**src/rtl/i2s_frame_scheduler_pkg.sv**
```systemverilog
// Shared types and helpers for the I2S frame scheduler and its neighbours.
// Holds the sequencer state encoding, the default sample width and the signed clamp.
package i2s_frame_scheduler_pkg;

   localparam int SAMPLE_W_DEFAULT = 16;

   typedef enum logic [2:0] {
      ST_IDLE,
      ST_REQ,
      ST_WAIT,
      ST_SAT,
      ST_SEND_WAIT
   } sched_state_t;

   // Clamps a signed value into the range representable by a signed 'width'-bit word.
   function automatic logic signed [63:0] saturate(input logic signed [63:0] value, input int width);
      logic signed [63:0] maxVal;
      logic signed [63:0] minVal;
      logic signed [63:0] result;
      maxVal = (64'sd1 <<< (width - 1)) - 64'sd1;
      minVal = -(64'sd1 <<< (width - 1));
      result = value;
      if (value > maxVal) begin
         result = maxVal;
      end else if (value < minVal) begin
         result = minVal;
      end
      return result;
   endfunction

endpackage

```
**src/rtl/i2s_frame_scheduler_if.sv**
```systemverilog
// Bundles the voice request bus, the i2s_controller handoff and the status flags.
// The master modport is the scheduler side; slave is the surrounding system.
interface i2s_frame_scheduler_if
   import i2s_frame_scheduler_pkg::*;
#(
   parameter int NUM_VOICES = 4,
   parameter int SAMPLE_W   = SAMPLE_W_DEFAULT,
   parameter int IDX_W      = $clog2(NUM_VOICES)
);
   logic                       frame_tick;
   logic [NUM_VOICES-1:0]      voice_mask;
   logic                       voice_req;
   logic [IDX_W-1:0]           voice_sel;
   logic                       voice_valid;
   logic signed [SAMPLE_W-1:0] voice_left;
   logic signed [SAMPLE_W-1:0] voice_right;
   logic                       i2s_ready;
   logic                       send;
   logic signed [SAMPLE_W-1:0] sample_left;
   logic signed [SAMPLE_W-1:0] sample_right;
   logic                       busy;
   logic                       clear_flags;
   logic                       timeout_err;
   logic                       overrun;

   modport master (
      input  frame_tick, voice_mask, voice_valid, voice_left, voice_right, i2s_ready, clear_flags,
      output voice_req, voice_sel, send, sample_left, sample_right, busy, timeout_err, overrun
   );

   modport slave (
      output frame_tick, voice_mask, voice_valid, voice_left, voice_right, i2s_ready, clear_flags,
      input  voice_req, voice_sel, send, sample_left, sample_right, busy, timeout_err, overrun
   );

endinterface

```
**src/rtl/i2s_frame_scheduler_mix_saturator.sv**
```systemverilog
// Combinational signed clamp of a wide mix accumulator down to the output sample width.
module mix_saturator
   import i2s_frame_scheduler_pkg::*;
#(
   parameter int IN_W  = 18,
   parameter int OUT_W = 16
) (
   input  logic signed [IN_W-1:0]  i_value,
   output logic signed [OUT_W-1:0] o_value
);

   logic signed [63:0] w_clamped;

   assign w_clamped = saturate(64'(i_value), OUT_W);
   assign o_value   = OUT_W'(w_clamped);

endmodule

```
**src/rtl/i2s_frame_scheduler.sv**
```systemverilog
// Per-frame sequencer: polls enabled voices one at a time, sums and clamps the stereo mix,
// then launches it to i2s_controller; flags voice timeouts and ticks that arrive mid-frame.
module i2s_frame_scheduler
   import i2s_frame_scheduler_pkg::*;
#(
   parameter int NUM_VOICES = 4,
   parameter int SAMPLE_W   = SAMPLE_W_DEFAULT,
   parameter int TIMEOUT    = 63,
   parameter int IDX_W      = $clog2(NUM_VOICES)
) (
   input logic clk,
   input logic reset,
   i2s_frame_scheduler_if.master bus
);

   localparam int ACC_W   = SAMPLE_W + IDX_W;
   localparam int TIMER_W = $clog2(TIMEOUT + 1);

   sched_state_t               r_state;
   sched_state_t               w_nextState;
   logic [NUM_VOICES-1:0]      r_mask;
   logic [IDX_W-1:0]           r_idx;
   logic [TIMER_W-1:0]         r_timer;
   logic signed [ACC_W-1:0]    r_accLeft;
   logic signed [ACC_W-1:0]    r_accRight;
   logic signed [SAMPLE_W-1:0] r_sampleLeft;
   logic signed [SAMPLE_W-1:0] r_sampleRight;
   logic signed [SAMPLE_W-1:0] w_satLeft;
   logic signed [SAMPLE_W-1:0] w_satRight;
   logic                       r_timeoutErr;
   logic                       r_overrun;
   logic                       w_lastVoice;
   logic                       w_timeoutHit;
   logic                       w_advance;
   logic                       w_voiceReq;
   logic [IDX_W-1:0]           w_voiceSel;
   logic                       w_send;
   logic                       w_busy;

   assign w_lastVoice  = (r_idx == IDX_W'(NUM_VOICES - 1));
   assign w_timeoutHit = (r_state == ST_WAIT) && !bus.voice_valid && (r_timer == TIMER_W'(TIMEOUT - 1));

   always_comb begin
      w_nextState = r_state;
      w_advance   = 1'b0;
      w_voiceReq  = 1'b0;
      w_voiceSel  = '0;
      w_send      = 1'b0;
      w_busy      = (r_state != ST_IDLE);
      case (r_state)
         ST_IDLE: begin
            if (bus.frame_tick) w_nextState = ST_REQ;
         end
         ST_REQ: begin
            w_voiceSel = r_idx;
            if (r_mask[r_idx]) begin
               w_voiceReq  = 1'b1;
               w_nextState = ST_WAIT;
            end else begin
               w_advance   = 1'b1;
               w_nextState = w_lastVoice ? ST_SAT : ST_REQ;
            end
         end
         ST_WAIT: begin
            w_voiceSel = r_idx;
            if (bus.voice_valid || w_timeoutHit) begin
               w_advance   = 1'b1;
               w_nextState = w_lastVoice ? ST_SAT : ST_REQ;
            end
         end
         ST_SAT: begin
            w_nextState = ST_SEND_WAIT;
         end
         ST_SEND_WAIT: begin
            if (bus.i2s_ready) begin
               w_send      = 1'b1;
               w_nextState = ST_IDLE;
            end
         end
         default: w_nextState = ST_IDLE;
      endcase
   end

   always_ff @(posedge clk) begin
      if (reset) begin
         r_state       <= ST_IDLE;
         r_mask        <= '0;
         r_idx         <= '0;
         r_timer       <= '0;
         r_accLeft     <= '0;
         r_accRight    <= '0;
         r_sampleLeft  <= '0;
         r_sampleRight <= '0;
      end else begin
         r_state <= w_nextState;
         if (r_state == ST_IDLE && bus.frame_tick) begin
            r_mask     <= bus.voice_mask;
            r_idx      <= '0;
            r_accLeft  <= '0;
            r_accRight <= '0;
         end
         if (r_state == ST_REQ) r_timer <= '0;
         if (r_state == ST_WAIT && !bus.voice_valid && !w_timeoutHit) r_timer <= r_timer + 1'b1;
         if (r_state == ST_WAIT && bus.voice_valid) begin
            r_accLeft  <= r_accLeft + ACC_W'(bus.voice_left);
            r_accRight <= r_accRight + ACC_W'(bus.voice_right);
         end
         if (w_advance && !w_lastVoice) r_idx <= r_idx + 1'b1;
         if (r_state == ST_SAT) begin
            r_sampleLeft  <= w_satLeft;
            r_sampleRight <= w_satRight;
         end
      end
   end

   // Sticky flags: a set event in the same cycle as clear_flags takes priority.
   always_ff @(posedge clk) begin
      if (reset) begin
         r_timeoutErr <= 1'b0;
         r_overrun    <= 1'b0;
      end else begin
         if (w_timeoutHit) r_timeoutErr <= 1'b1;
         else if (bus.clear_flags) r_timeoutErr <= 1'b0;
         if (bus.frame_tick && r_state != ST_IDLE) r_overrun <= 1'b1;
         else if (bus.clear_flags) r_overrun <= 1'b0;
      end
   end

   mix_saturator #(.IN_W(ACC_W), .OUT_W(SAMPLE_W)) u_satLeft (
      .i_value (r_accLeft),
      .o_value (w_satLeft)
   );

   mix_saturator #(.IN_W(ACC_W), .OUT_W(SAMPLE_W)) u_satRight (
      .i_value (r_accRight),
      .o_value (w_satRight)
   );

   assign bus.voice_req    = w_voiceReq;
   assign bus.voice_sel    = w_voiceSel;
   assign bus.send         = w_send;
   assign bus.busy         = w_busy;
   assign bus.sample_left  = r_sampleLeft;
   assign bus.sample_right = r_sampleRight;
   assign bus.timeout_err  = r_timeoutErr;
   assign bus.overrun      = r_overrun;

endmodule

```
**src/flat_wrapper.sv**
```systemverilog
// flat-port wrapper written by rule: the top's interface ports become plain ports
module i2s_frame_scheduler_flat import i2s_frame_scheduler_pkg::*;
#(
   parameter int NUM_VOICES = 4,
   parameter int SAMPLE_W   = SAMPLE_W_DEFAULT,
   parameter int TIMEOUT    = 63,
   parameter int IDX_W      = $clog2(NUM_VOICES)
)
  (clk, reset, bus_frame_tick, bus_voice_mask, bus_voice_valid, bus_voice_left, bus_voice_right, bus_i2s_ready, bus_clear_flags, bus_voice_req, bus_voice_sel, bus_send, bus_sample_left, bus_sample_right, bus_busy, bus_timeout_err, bus_overrun);
  i2s_frame_scheduler_if #(.NUM_VOICES(NUM_VOICES), .SAMPLE_W(SAMPLE_W), .IDX_W(IDX_W)) bus_i ();
  input logic clk;
  input logic reset;
  input wire logic [$bits(bus_i.frame_tick)-1:0] bus_frame_tick;
  input wire logic [$bits(bus_i.voice_mask)-1:0] bus_voice_mask;
  input wire logic [$bits(bus_i.voice_valid)-1:0] bus_voice_valid;
  input wire logic [$bits(bus_i.voice_left)-1:0] bus_voice_left;
  input wire logic [$bits(bus_i.voice_right)-1:0] bus_voice_right;
  input wire logic [$bits(bus_i.i2s_ready)-1:0] bus_i2s_ready;
  input wire logic [$bits(bus_i.clear_flags)-1:0] bus_clear_flags;
  output wire logic [$bits(bus_i.voice_req)-1:0] bus_voice_req;
  output wire logic [$bits(bus_i.voice_sel)-1:0] bus_voice_sel;
  output wire logic [$bits(bus_i.send)-1:0] bus_send;
  output wire logic [$bits(bus_i.sample_left)-1:0] bus_sample_left;
  output wire logic [$bits(bus_i.sample_right)-1:0] bus_sample_right;
  output wire logic [$bits(bus_i.busy)-1:0] bus_busy;
  output wire logic [$bits(bus_i.timeout_err)-1:0] bus_timeout_err;
  output wire logic [$bits(bus_i.overrun)-1:0] bus_overrun;
  assign bus_i.frame_tick = bus_frame_tick;
  assign bus_i.voice_mask = bus_voice_mask;
  assign bus_i.voice_valid = bus_voice_valid;
  assign bus_i.voice_left = bus_voice_left;
  assign bus_i.voice_right = bus_voice_right;
  assign bus_i.i2s_ready = bus_i2s_ready;
  assign bus_i.clear_flags = bus_clear_flags;
  assign bus_voice_req = bus_i.voice_req;
  assign bus_voice_sel = bus_i.voice_sel;
  assign bus_send = bus_i.send;
  assign bus_sample_left = bus_i.sample_left;
  assign bus_sample_right = bus_i.sample_right;
  assign bus_busy = bus_i.busy;
  assign bus_timeout_err = bus_i.timeout_err;
  assign bus_overrun = bus_i.overrun;
  i2s_frame_scheduler #(.NUM_VOICES(NUM_VOICES), .SAMPLE_W(SAMPLE_W), .TIMEOUT(TIMEOUT), .IDX_W(IDX_W)) u_core (.clk(clk), .reset(reset), .bus(bus_i));
endmodule
```
**config.mk**
```make
export PLATFORM = sky130hd
export DESIGN_NAME = i2s_frame_scheduler_flat
export DESIGN_NICKNAME = d
export VERILOG_FILES = /design/src/rtl/i2s_frame_scheduler_pkg.sv /design/src/rtl/i2s_frame_scheduler_if.sv /design/src/rtl/i2s_frame_scheduler_mix_saturator.sv /design/src/rtl/i2s_frame_scheduler.sv /design/src/flat_wrapper.sv
export SDC_FILE = /design/constraint.sdc
export NUM_CORES = 1
export LEC_CHECK = 0
export CAP_MARGIN = 20
export CORE_MARGIN = 5
export CORE_UTILIZATION = 60
export DETAILED_ROUTE_END_ITERATION = 8
export DONT_BUFFER_PORTS = 1
export GPL_TIMING_DRIVEN = 0
export HOLD_SLACK_MARGIN = 0.15
export PLACE_DENSITY = 0.78
export SYNTH_ARGS = -nofsm -noshare
export SYNTH_HDL_FRONTEND = slang
export SYNTH_HIERARCHICAL = 1
export SYNTH_SLANG_ARGS = --single-unit
```
**constraint.sdc**
```tcl
create_clock -name clk -period 2.8 [get_ports clk]
set_input_delay 0.56 -clock clk [delete_from_list [all_inputs] [get_ports clk]]
set_output_delay 0.56 -clock clk [all_outputs]
set_load 0.01 [all_outputs]
```
==> out/results.ini <==
[synth]
syn-num-nets = 764
ys_seq_area_share_pct = 32.1
netlist_instances = 683
async_flop_share_pct = 0
synth.area.top_cells = dfxtp_1, ha_1, nand2_1
synth-edff-count = 0
synth_top_area_share_pct = 32.1
synth.most_common_cell = nand2_1
mappedNetlistArea_um2 = 5310
yosysUniqueCellTypes = 59
yosys-top-cells-count = nand2_1, dfxtp_1, a21oi_1, nor2_1, ha_1
yosys_warnings = 6
yosysTopAreaCell = dfxtp_1
ys_ff_latch = 85
synth_ff_type = dfxtp_1
synth.avg_cell_area_um2 = 7.77

[power]
combPwrFrac_pct = 8.0
power_density_nw_per_um2 = 411
clkPwrFrac_pct = 39.3
p_leak_nw = 2.25
seq_power_share_pct = 52.7
ir_drop_v = 0.000229
switching_share_pct = 25.7
p_int_mw = 1.72
p_sw_mw = 0.598

[run_status]
status = finished, final reports clean

[critical_path]
crit_chain = ha_1 > inv_1 > fa_1 > nor2b_1 > o21ai_0 > nand2b_1 > a31oi_1 > o31a_1 > o21bai_1 > xnor2_1 > o21ai_1
cp_data_arrival_time_ns = 2.73
slowest_delay_ns = 0.41
worst-setup-path-type = reg2reg
crit_path_top_delay_cell = fa_1
cp_max_fo = 4
reg2reg_to = u_core/r_accRight[14]
reg2reg_slack_ns = 0.30
r2r_cells = 11
cp-end-kind = flop
crit_start = u_core/r_accRight[0]
critPathRequiredTime_ns = 3.03
crit_path_start_kind = flop
r2r_start = u_core/r_accRight[0]

[cts]
htreeDepth = 3
tritoncts = built
clock-root-buffer = clkbuf_8
cts_hold_buf = 0
cts_setup_buffers = 0
cts.sinks = 85
clockBufferDepth = 2
path_clk_slew_ns = 0.09
cts_made_buffers = 9
clock_latency_ns = 0.36
cts_resized = 0

[final_layout]
layout.nets = 775
syn_to_final_growth_pct = 6.48
diodes = 0
fin_util_pct = 65.1
drive_gt1_share_pct = 6.58

[min_path]
holdCritStartpoint = bus_voice_mask[1]
min_to = u_core/r_mask[1]
worst_hold_path.num_cells = 2
hold_path.class = in2reg

[job]
cap_violations = 0

[global_routing]
grt_max_degree = 16
first_global_vias = 4561
gr-usage-all-layers_pct = 24.4
grt_use_met3_pct = 5.52
grt_pass1_wl_mm = 22.3
grt_antenna_before_repair = 0
grt_overflow_total = 0
grtUsageMet1_pct = 31.7
grtUsageMet2_pct = 40.5
top_usage_layer = met2

[floorplan]
rows = 34
start_util_pct = 61.1
die_area_um2 = 10800
die_w_um = 104
core_um2 = 8680
ios = 81
die_y_um = 104

[timing]
slew_viol_final = 0
fin_crit_sh_pct = 89.2
relSlewSlack_pct = 47.8
finalSetupTns_ns = 0
rsz0062_at_grt = no
hold_viol_final = 0
max_freq_mhz = 400
clock-skew-final_ns = 0.00935
tightest_slew_ns = 0.778
setup_ws_ns = 0.302
min_period_ns = 2.50
finalSetupViolations = 0

[detailed_routing]
wirelength_mm = 13.5
vias = 4853
detail-route-antenna-nets = 0
drtIter0Drc = 376
drc = 0
viasPerCell = 6.01
wl_per_cell_um = 16.8
firstDrtPassIters = 5

[place]
hpwl_mm = 10.5
dp_slack_ns = 0.148
gp_congestion = 0.968
port_buffers = 0

==> cell type report <==
class | instances | area [µm²]
buffer | 42 | 216
clock buffer | 10 | 138
clock inverter | 6 | 71.3
fill | 782 | 3030
inverter | 16 | 60.1
multi-input combinational | 540 | 3330
sequential | 85 | 1700
tap | 108 | 135
==> layer usage <==
metal | routed length [µm] | vias up
li1 | - | 2437
met1 | 5990 | 2245
met2 | 6380 | 158
met3 | 1010 | 13
met4 | 166 | 0
met5 | 0 | -
==> worst max-delay path by stage <==
| stage | cells after the start | end |
|---|---|---|
| 6_report | 11 | u_core/r_accRight[14] |
| 5_1_grt | 4 | bus_voice_sel[1] |
| 4_1_cts | 4 | bus_voice_sel[1] |
| 3_5_place_dp | 11 | u_core/r_accLeft[16] |
| 3_3_place_gp | 11 | u_core/r_accLeft[16] |
| 2_1_floorplan | 11 | u_core/r_accLeft[16] |
==> sequential cells by signal, summed over array words and instances, names as in the netlist, 2 cells and up <==
name                     cells
u_core/bus.sample_left      16
u_core/bus.sample_right     16
u_core/r_accLeft            18
u_core/r_accRight           18
u_core/r_idx                 2
u_core/r_mask                4
u_core/r_state               3
u_core/r_timer               6
==> critical path: cells and delay by family, from the launching register on <==
family / cells / cell delay [ns]
xor gates and xnor gates: 1 / 0.14
DFF: 1 / 0.38
buffers and inverters: 1 / 0.05
adders and majority gates: 2 / 0.59
and+or+nand+nor: 2 / 0.26
AOI/OAI and AO/OA: 5 / 0.95
==> stage by stage <==
stage / power [mW] / hold slack, ns / cell area, µm² / std cells
2_1_floorplan: 1.40 / 0.419 / 5310 / 683
3_3_place_gp: 1.43 / 0.429 / 5440 / 791
3_5_place_dp: 1.44 / 0.435 / 5440 / 791
4_1_cts: 2.34 / 0.339 / 5650 / 807
5_1_grt: 2.42 / 0.348 / 5650 / 807
6_report: 2.32 / 0.350 / 5650 / 807
==> power by group through the flow <==
stage	Sequential [mW]	Clock [mW]	Combinational [mW]
2_1_floorplan	1.25	0	0.146
3_3_place_gp	1.25	0	0.178
3_5_place_dp	1.25	0	0.184
4_1_cts	1.22	0.927	0.185
5_1_grt	1.23	0.988	0.209
6_report	1.22	0.913	0.186
==> cells in the final DEF (no fill, tap or decap), types with 5 or more instances in the layout <==
cell | netlist | routed
a21boi_1 | 28 | 28
a21o_1 | 12 | 12
a21oi_1 | 78 | 78
a22oi_1 | 15 | 15
and2_1 | 6 | 6
buf_2 | 11 | 11
clkbuf_1 | 21 | 21
clkbuf_8 | 0 | 10
dfxtp_1 | 85 | 85
ha_1 | 37 | 37
inv_1 | 16 | 16
nand2_1 | 105 | 105
nand2b_1 | 5 | 5
nand3_1 | 12 | 12
nor2_1 | 71 | 71
nor2b_1 | 9 | 9
nor3_1 | 6 | 6
o21ai_0 | 19 | 19
o21ai_1 | 13 | 13
o22ai_1 | 31 | 31
xnor2_1 | 16 | 16
xor2_1 | 16 | 16
==> cells by family (layout without fill, tap and decap cells) <==
group                    count (synthesis)  in the layout  share of synthesized area [%]
flip-flops                              85             85                           32.1
multiplexers                             3              3                          0.825
adder cells (fa/ha/maj)                 39             39                           9.48
AO/OA/AOI/OAI                          231            231                           27.7
AND/OR/NAND/NOR                        235            235                           19.4
buffers and inverters                   58             74                           5.21
XOR/XNOR                                32             32                           5.28
No activity file was read; power rests on OpenSTA's default activity.
